File: src/rtl/panxi_ctrl_pkg.sv
// Shared definitions for the PANXI pipeline control unit: stall encodings,
// controller state encodings and a small helper to merge stall requests.
package panxi_ctrl_pkg;

    localparam int HOLD_WIDTH = 2;

    // Stall encodings; a larger value freezes more of the front end.
    localparam logic [HOLD_WIDTH-1:0] HOLD_NONE = 2'd0;  // nothing frozen
    localparam logic [HOLD_WIDTH-1:0] HOLD_PC   = 2'd1;  // PC frozen
    localparam logic [HOLD_WIDTH-1:0] HOLD_IF   = 2'd2;  // PC + IF frozen
    localparam logic [HOLD_WIDTH-1:0] HOLD_ID   = 2'd3;  // PC + IF + ID frozen

    typedef enum logic [1:0] {
        ST_RUN      = 2'd0,
        ST_FLUSH    = 2'd1,
        ST_INT_PEND = 2'd2,
        ST_HALT     = 2'd3
    } state_e;

    // Overlapping stall requests resolve to the one that freezes the most stages.
    function automatic logic [HOLD_WIDTH-1:0] hold_max(
        input logic [HOLD_WIDTH-1:0] a,
        input logic [HOLD_WIDTH-1:0] b
    );
        return (a > b) ? a : b;
    endfunction

endpackage

File: src/rtl/panxi_ctrl.sv
// PANXI RV32 pipeline control unit. Single source of PC redirects and
// front-end stalls: arbitrates EX jumps, CLINT interrupts and JTAG halt,
// and sequences the flush bubbles that follow every redirect.
module panxi_ctrl
    import panxi_ctrl_pkg::*;
#(
    parameter int DW           = 32,
    parameter int FLUSH_CYCLES = 2
) (
    input  logic                  clk,
    input  logic                  rst,
    input  logic                  ex_jmp_en_i,
    input  logic [DW-1:0]         ex_jmp_addr_i,
    input  logic                  ex_hold_i,
    input  logic                  bus_hold_i,
    input  logic                  int_req_i,
    input  logic [DW-1:0]         int_addr_i,
    output logic                  int_ack_o,
    input  logic                  jtag_halt_i,
    output logic                  jtag_halted_o,
    output logic                  jmp_en_o,
    output logic [DW-1:0]         jmp_addr_o,
    output logic [HOLD_WIDTH-1:0] hold_flag_o,
    output logic                  flush_o
);

    localparam int CNT_W = $clog2(FLUSH_CYCLES) + 1;
    localparam logic [CNT_W-1:0] CNT_RELOAD = CNT_W'(FLUSH_CYCLES - 1);

    state_e            state_reg;
    logic [CNT_W-1:0]  cnt_reg;
    logic [DW-1:0]     int_addr_q_reg;
    logic              flush_reg;
    logic              halted_reg;

    logic              holds_clear;
    logic [HOLD_WIDTH-1:0] base_hold;

    assign holds_clear = !ex_hold_i && !bus_hold_i;
    // A busy EX unit freezes through ID; a slow instruction bus only freezes PC.
    assign base_hold   = ex_hold_i  ? HOLD_ID :
                         bus_hold_i ? HOLD_PC : HOLD_NONE;

    // Controller FSM: state, flush counter, latched interrupt target and registered outputs.
    always_ff @(posedge clk) begin
        if (rst) begin
            state_reg      <= ST_RUN;
            cnt_reg        <= '0;
            int_addr_q_reg <= '0;
            flush_reg      <= 1'b0;
            halted_reg     <= 1'b0;
        end else if (jtag_halt_i) begin
            // Halt beats everything; a same-cycle jump is still driven out combinationally.
            state_reg  <= ST_HALT;
            cnt_reg    <= '0;
            flush_reg  <= 1'b0;
            halted_reg <= 1'b1;
        end else begin
            halted_reg <= 1'b0;
            case (state_reg)
                ST_RUN: begin
                    if (ex_jmp_en_i || (int_req_i && holds_clear)) begin
                        state_reg <= ST_FLUSH;
                        cnt_reg   <= CNT_RELOAD;
                        flush_reg <= 1'b1;
                    end else if (int_req_i) begin
                        // Interrupt blocked by a stall: remember where to go once it clears.
                        state_reg      <= ST_INT_PEND;
                        int_addr_q_reg <= int_addr_i;
                        flush_reg      <= 1'b0;
                    end else begin
                        flush_reg <= 1'b0;
                    end
                end
                ST_FLUSH: begin
                    if (ex_jmp_en_i) begin
                        cnt_reg   <= CNT_RELOAD;
                        flush_reg <= 1'b1;
                    end else if (cnt_reg == '0) begin
                        state_reg <= ST_RUN;
                        flush_reg <= 1'b0;
                    end else begin
                        cnt_reg   <= cnt_reg - 1'b1;
                        flush_reg <= 1'b1;
                    end
                end
                ST_INT_PEND: begin
                    // A jump overrides the pending interrupt; it is re-arbitrated from RUN later.
                    if (ex_jmp_en_i || holds_clear) begin
                        state_reg <= ST_FLUSH;
                        cnt_reg   <= CNT_RELOAD;
                        flush_reg <= 1'b1;
                    end else begin
                        flush_reg <= 1'b0;
                    end
                end
                default: begin
                    // ST_HALT with the halt request released.
                    state_reg <= ST_RUN;
                    flush_reg <= 1'b0;
                end
            endcase
        end
    end

    // Zero-latency redirect, interrupt ack and stall outputs from state and live inputs.
    always_comb begin
        jmp_en_o    = 1'b0;
        jmp_addr_o  = '0;
        int_ack_o   = 1'b0;
        hold_flag_o = HOLD_NONE;
        if (!rst) begin
            case (state_reg)
                ST_RUN: begin
                    hold_flag_o = base_hold;
                    if (ex_jmp_en_i) begin
                        jmp_en_o   = 1'b1;
                        jmp_addr_o = ex_jmp_addr_i;
                    end else if (int_req_i && holds_clear && !jtag_halt_i) begin
                        jmp_en_o   = 1'b1;
                        jmp_addr_o = int_addr_i;
                        int_ack_o  = 1'b1;
                    end
                end
                ST_FLUSH: begin
                    hold_flag_o = base_hold;
                    if (ex_jmp_en_i) begin
                        jmp_en_o   = 1'b1;
                        jmp_addr_o = ex_jmp_addr_i;
                    end
                end
                ST_INT_PEND: begin
                    hold_flag_o = hold_max(HOLD_IF, base_hold);
                    if (ex_jmp_en_i) begin
                        jmp_en_o   = 1'b1;
                        jmp_addr_o = ex_jmp_addr_i;
                    end else if (holds_clear && !jtag_halt_i) begin
                        jmp_en_o   = 1'b1;
                        jmp_addr_o = int_addr_q_reg;
                        int_ack_o  = 1'b1;
                    end
                end
                default: begin
                    hold_flag_o = HOLD_ID;
                end
            endcase
        end
    end

    assign flush_o       = flush_reg;
    assign jtag_halted_o = halted_reg;

endmodule

File: config.mk
export PLATFORM = sky130hd
export DESIGN_NAME = panxi_ctrl
export DESIGN_NICKNAME = d
export VERILOG_FILES = /design/src/rtl/panxi_ctrl_pkg.sv /design/src/rtl/panxi_ctrl.sv
export SDC_FILE = /design/constraint.sdc
export NUM_CORES = 1
export LEC_CHECK = 0
export ABC_CLOCK_PERIOD_IN_PS = 1560
export BUFFER_PORTS_ARGS = -buffer_cell sky130_fd_sc_hd__buf_2
export CAP_MARGIN = 30
export CORE_ASPECT_RATIO = 0.7
export CORE_MARGIN = 4
export CORE_UTILIZATION = 36
export CTS_BUF_LIST = sky130_fd_sc_hd__clkbuf_4 sky130_fd_sc_hd__clkbuf_8
export CTS_CLUSTER_SIZE = 20
export DETAILED_ROUTE_END_ITERATION = 8
export SLEW_MARGIN = 10
export SYNTH_ARGS = -nofsm -noshare
export SYNTH_HDL_FRONTEND = slang
export SYNTH_SLANG_ARGS = --single-unit
File: constraint.sdc
create_clock -name clk -period 1.56 [get_ports clk]
set_input_delay 0.078 -clock clk [delete_from_list [all_inputs] [get_ports clk]]
set_output_delay 0.078 -clock clk [all_outputs]
set_load 0.005 [all_outputs]
== Yosys cells after proc, flatten, opt, wreduce, memory -nomap -nowiden ==
Cells that the tools add are included.

* Add/sub/neg operators: 1
* $mul: 0
* Div/mod/pow operators: 0
* $lt $le $gt $ge: 1
* Eq/ne operators: 9
* Shifts and indexed selects: 0
* Mux-type cells: 40
* Bitwise operators: 2
* Reduce and logical (&&, ||, !) cells: 17

{| class="wikitable"
|+ Operator list
! operator !! count
|-
| two-way mux 32 bit || 6
|-
| case mux 32 bit (3 select lines) || 1
|-
| two-way mux 2 bit || 12
|-
| two-way mux 1 bit || 15
|-
| != test 3 bit, second input constant || 4
|-
| case mux 2 bit (3 select lines) || 2
|-
| AND reduction 4 bit || 3
|-
| case mux 1 bit (3 select lines) || 2
|-
| logical AND 1 bit || 4
|-
| zero test 2 bit || 2
|-
| != test 2 bit, second input constant || 2
|-
| != test 4 bit, second input constant || 1
|-
| case mux 2 bit (2 select lines) || 1
|-
| OR reduction 2 bit || 2
|-
| zero test 1 bit || 3
|-
| nonzero test 3 bit || 1
|-
| equality test 2 x 1 -> 1 bit, second input constant || 1
|-
| equality test 2 bit, second input constant || 1
|-
| greater-than comparator 2 bit, first input constant || 1
|-
| logical OR 1 bit || 2
|-
| NOT 1 bit || 2
|-
| case mux 1 bit (2 select lines) || 1
|-
| subtractor 2 x 1 -> 2 bit, second input constant || 1
|}

* Register bits after elaboration: 38
* Bits in latches: 0
* Bits in writable memories: 0
* Bits in read-only memories: 0
* Bits of input ports: 71
* Output and inout port bits: 38
* Word-level logic and storage cells: 75
* Memories kept: 0

== Longest topological paths before layout ==
* Depth in word-level cells: 8
* Gate-level depth with buffers: 6
* Depth with buffers taken out: 5

== Worst setup path before layout ==
Ideal clock, no wire load.

* Kind: reg2reg
* Start point: register state_reg[0]
* End point: register int_addr_q_reg[22]
* Library setup time: 0.132 ns
* Data arrival time: 1.268 ns
* Required time: 1.428 ns
* Slack: 0.160 ns
* Stages on the path, launching flop included: 7
* Buffers on the path: 3
* Clock period less this slack: 1.400 ns
* Cell sequence: dfxtp_1 > buf_2 > or2_1 > clkbuf_1 > buf_2 > o31ai_2 > a21oi_1

* Cells in the longest elaborated chain, start to end: 2

{| class="wikitable"
|+ RTL lines
! what !! RTL line !! source
|-
| start, declared || panxi_ctrl.sv:30 || <nowiki>state_e state_reg;</nowiki>
|-
| start signal, assigned || panxi_ctrl.sv:47 || <nowiki>state_reg <= ST_RUN;</nowiki>
|-
| start signal, assigned || panxi_ctrl.sv:54 || <nowiki>state_reg <= ST_HALT;</nowiki>
|-
| start signal, assigned || panxi_ctrl.sv:63 || <nowiki>state_reg <= ST_FLUSH;</nowiki>
|-
| zero test 2 bit || panxi_ctrl.sv:60 || <nowiki>case (state_reg)</nowiki>
|-
| AND reduction 4 bit (no source line) || - ||
|-
| end signal, assigned || panxi_ctrl.sv:69 || <nowiki>int_addr_q_reg <= int_addr_i;</nowiki>
|-
| end, declared || panxi_ctrl.sv:32 || <nowiki>logic [DW-1:0] int_addr_q_reg;</nowiki>
|}

Every way passes these cells.
A chain may end at the register's enable or synchronous reset.

== Worst setup path after layout ==
* Start point: register state_reg[1]
* End point: output jmp_addr_o[9]

* Cells in the longest elaborated chain, start to end: 3
* Elaborated cells on any way between the ends: 5
* Those cells by class: 2 x eq/ne; 2 x mux; 1 x reduce/logical

{| class="wikitable"
|+ RTL lines
! what !! RTL line !! source
|-
| equality test 2 bit, or another cell as far along || panxi_ctrl.sv:113 || <nowiki>case (state_reg)</nowiki>
|-
| case mux 32 bit (3 select lines) (*) || panxi_ctrl.sv:113 ||
|-
| two-way mux 32 bit (*) || panxi_ctrl.sv:112 || <nowiki>if (!rst) begin</nowiki>
|-
| end, declared || panxi_ctrl.sv:22 || <nowiki>output logic [DW-1:0] jmp_addr_o,</nowiki>
|}

Every way passes the cells marked *; elsewhere a longest branch is shown, timed or not.

==> results.toml <==
[sta]
setup_violations = 32
timing.slew.headroom_pct = 59.54
fmax_mhz = 553.5
rsz0062_at_grt = "true"
timing.hold.ws_ns = 0.04931
fin_tns_setup_ns = -5.913
timing.final.crit_share_pct = 115.8
timing.final.crit_period_ns = 1.807
tightest_slew_ns = 0.6055
finalHoldViolCount = 0
fin_ws_ns = -0.2468
slew_viol_final = 0
clock_skew_ns = 0.004786

[yosys]
ys_async_sr_fraction_pct = 0
netlist_instances = 322
synth_area_mm2 = 0.002641
syn_area_per_cell_um2 = 8.203
synth_cell_types = 37
synth_compound_area_share_pct = 39.93
seq_area_frac_synth_pct = 28.80
synth_top_area_share_pct = 28.80
synth_area_leaders = "dfxtp_1 29%, o31ai_2 14%, a21oi_1 13%"
ys_ff_latch = 38
synth-xor-area-share_pct = 0
postSynthNetCount = 394
synth_top_flop_cell = "dfxtp_1"
synth.largest_area_cell = "dfxtp_1"
synth_warnings = 0
synth-adder-area-share_pct = 0.4737
yosys.area_share.simple_pct = 20.99
synth_top_family_by_area = "compound AO/OA/AOI/OAI gates"
muxShareOfSynthArea_pct = 0.3790
synth-edff-count = 0

[final_layout]
final_cell_mix = "108 x buf_2, 51 x a21oi_1, 36 x dfxtp_1"
n_fill_cell = 670
final_area_mm2 = 0.003711
nNetsFinal = 496
largest_reg_flops = 32
area_growth_pct = 40.50
final_common_cell = "buf_2"
drive_gt1_share_pct = 53.65
antenna_cells = 0

[critical_path]
cp-end-kind = "output pin"
r2r-start = "state_reg[1]"
cp.arrival_ns = 1.73
path_max_fanout = 7
cp_data_required_time_ns = 1.48
critPathKind = "reg2out"
cp-startpoint = "state_reg[1]"
start_kind = "flop"

[clock_network]
numCtsBuffers = 5
clock_sinks = 38
clk_latency_ns = 0.29
cts_hold_buf = 0
cts_tree = "done"
clock_path_buffers = 2
path_clk_slew_ns = 0.08
root_buffer = "clkbuf_8"
ctsHtreeMaxLevel = 2

[die]
die_height_um = 79.67
start_util_pct = 38.04
io_pins = 109
dieArea_mm2 = 0.008793
rows = 25
die_x_um = 110.4
core_area_mm2 = 0.006944

[global_routing]
grt_util_all_layers_pct = 20.57
first_global_vias = 2899
grt_max_degree = 34
antenna_found_initial = 0
grt_overflow = 0
grt_first_pass_wirelength_um = 14500

[pwr]
p_leak_nw = 1.324
power_mw = 2.405
ir_drop_v = 0.0003330
power-per-cell-area_mw_per_mm2 = 648.2

[drt]
wire_per_inst_um = 18.17
dr.pass1.iters = 4
drtIter0Drc = 259
drc_errors = 0
route.vias.total = 3130
totalWireLength_um = 9428
postRouteAntennaNets = 0
via_per_inst = 6.031

[place]
place_area_mm2 = 0.003341
gp_congestion = 0.7447
portBuffers = 108
pre_cts_ws_ns = 0.02183
dp_hpwl_um = 6491

[min_path]
min-delay-start = "int_addr_i[4]"
hold_class = "in2reg"

[status]
violations = "setup timing"
status = "finished, violations left"

[job]
max-cap-violations = 0
## metrics by stage
step                      util (%)  cells
after global routing         53.44    519
final                        53.44    519
after floorplan                  -    322
after CTS                    51.60    517
after global placement       47.71    504
after detailed placement     48.11    505
## logic make-up after synthesis
logic type | count (synthesis)
AO/OA/AOI/OAI | 137
AND/OR/NAND/NOR | 93
buffers and inverters | 52
flip-flops | 38
multiplexers | 1
adder cells (fa/ha/maj) | 1
## final timing paths
check	endpoint	slack, ns	cells after the start
min	int_addr_q_reg[4]	0.05	3
max reg2reg	int_addr_q_reg[19]	0.03	4
max	jmp_addr_o[9]	-0.25	7
min reg2reg	cnt_reg[1]	0.47	2
## cell type report
class	count	area [um^2]	area share [%]
tap	94	117.6	3.169
clock buffer	7	90.09	2.428
timing repair buffer	143	883.3	23.80
inverter	4	15.01	0.4046
multi-input combinational	232	1832	49.36
sequential	38	768.2	20.70
clock inverter	1	5.005	0.1349
## Yosys cell counts, types with 4 or more instances
| library cell | count |
|---|---|
| nand4_1 | 32 |
| nand2_1 | 4 |
| a32oi_1 | 31 |
| buf_6 | 4 |
| nor2_1 | 6 |
| nand3_1 | 32 |
| a21oi_1 | 69 |
| dfxtp_1 | 38 |
| clkbuf_1 | 19 |
| buf_2 | 19 |
| inv_1 | 4 |
| o31ai_2 | 30 |
| buf_1 | 6 |
## layer usage
layer,track usage (%),wire [um],vias to the layer above
met5,0,0,-
met3,3.800,778,9
li1,-,-,1494
met2,32.38,4193,120
met4,3.813,61,0
met1,29.41,4394,1507
## critical path, cell delays in order (launching register included)
cell and delay, ns:
dfxtp_4 0.37, buf_6 0.12, nor4b_4 0.22, buf_6 0.19, clkbuf_16 0.16, nand3_1 0.07, a21oi_1 0.16, buf_2 0.14
## where the power goes
| group | leakage [nW] | internal [mW] | switching (mW) |
|---|---|---|---|
| logic | 0.963 | 0.264 | 0.395 |
| clock network | 0.0517 | 0.374 | 0.355 |
| registers | 0.309 | 0.993 | 0.0239 |
## repair_timing
action                                  CTS  global route
pin swaps                                15            10
gates resized for setup                  30            23
setup buffers                             3             1
cloned                                    1             1
endpoints found under the setup margin   34            33
(Power assumes the default switching activity.)
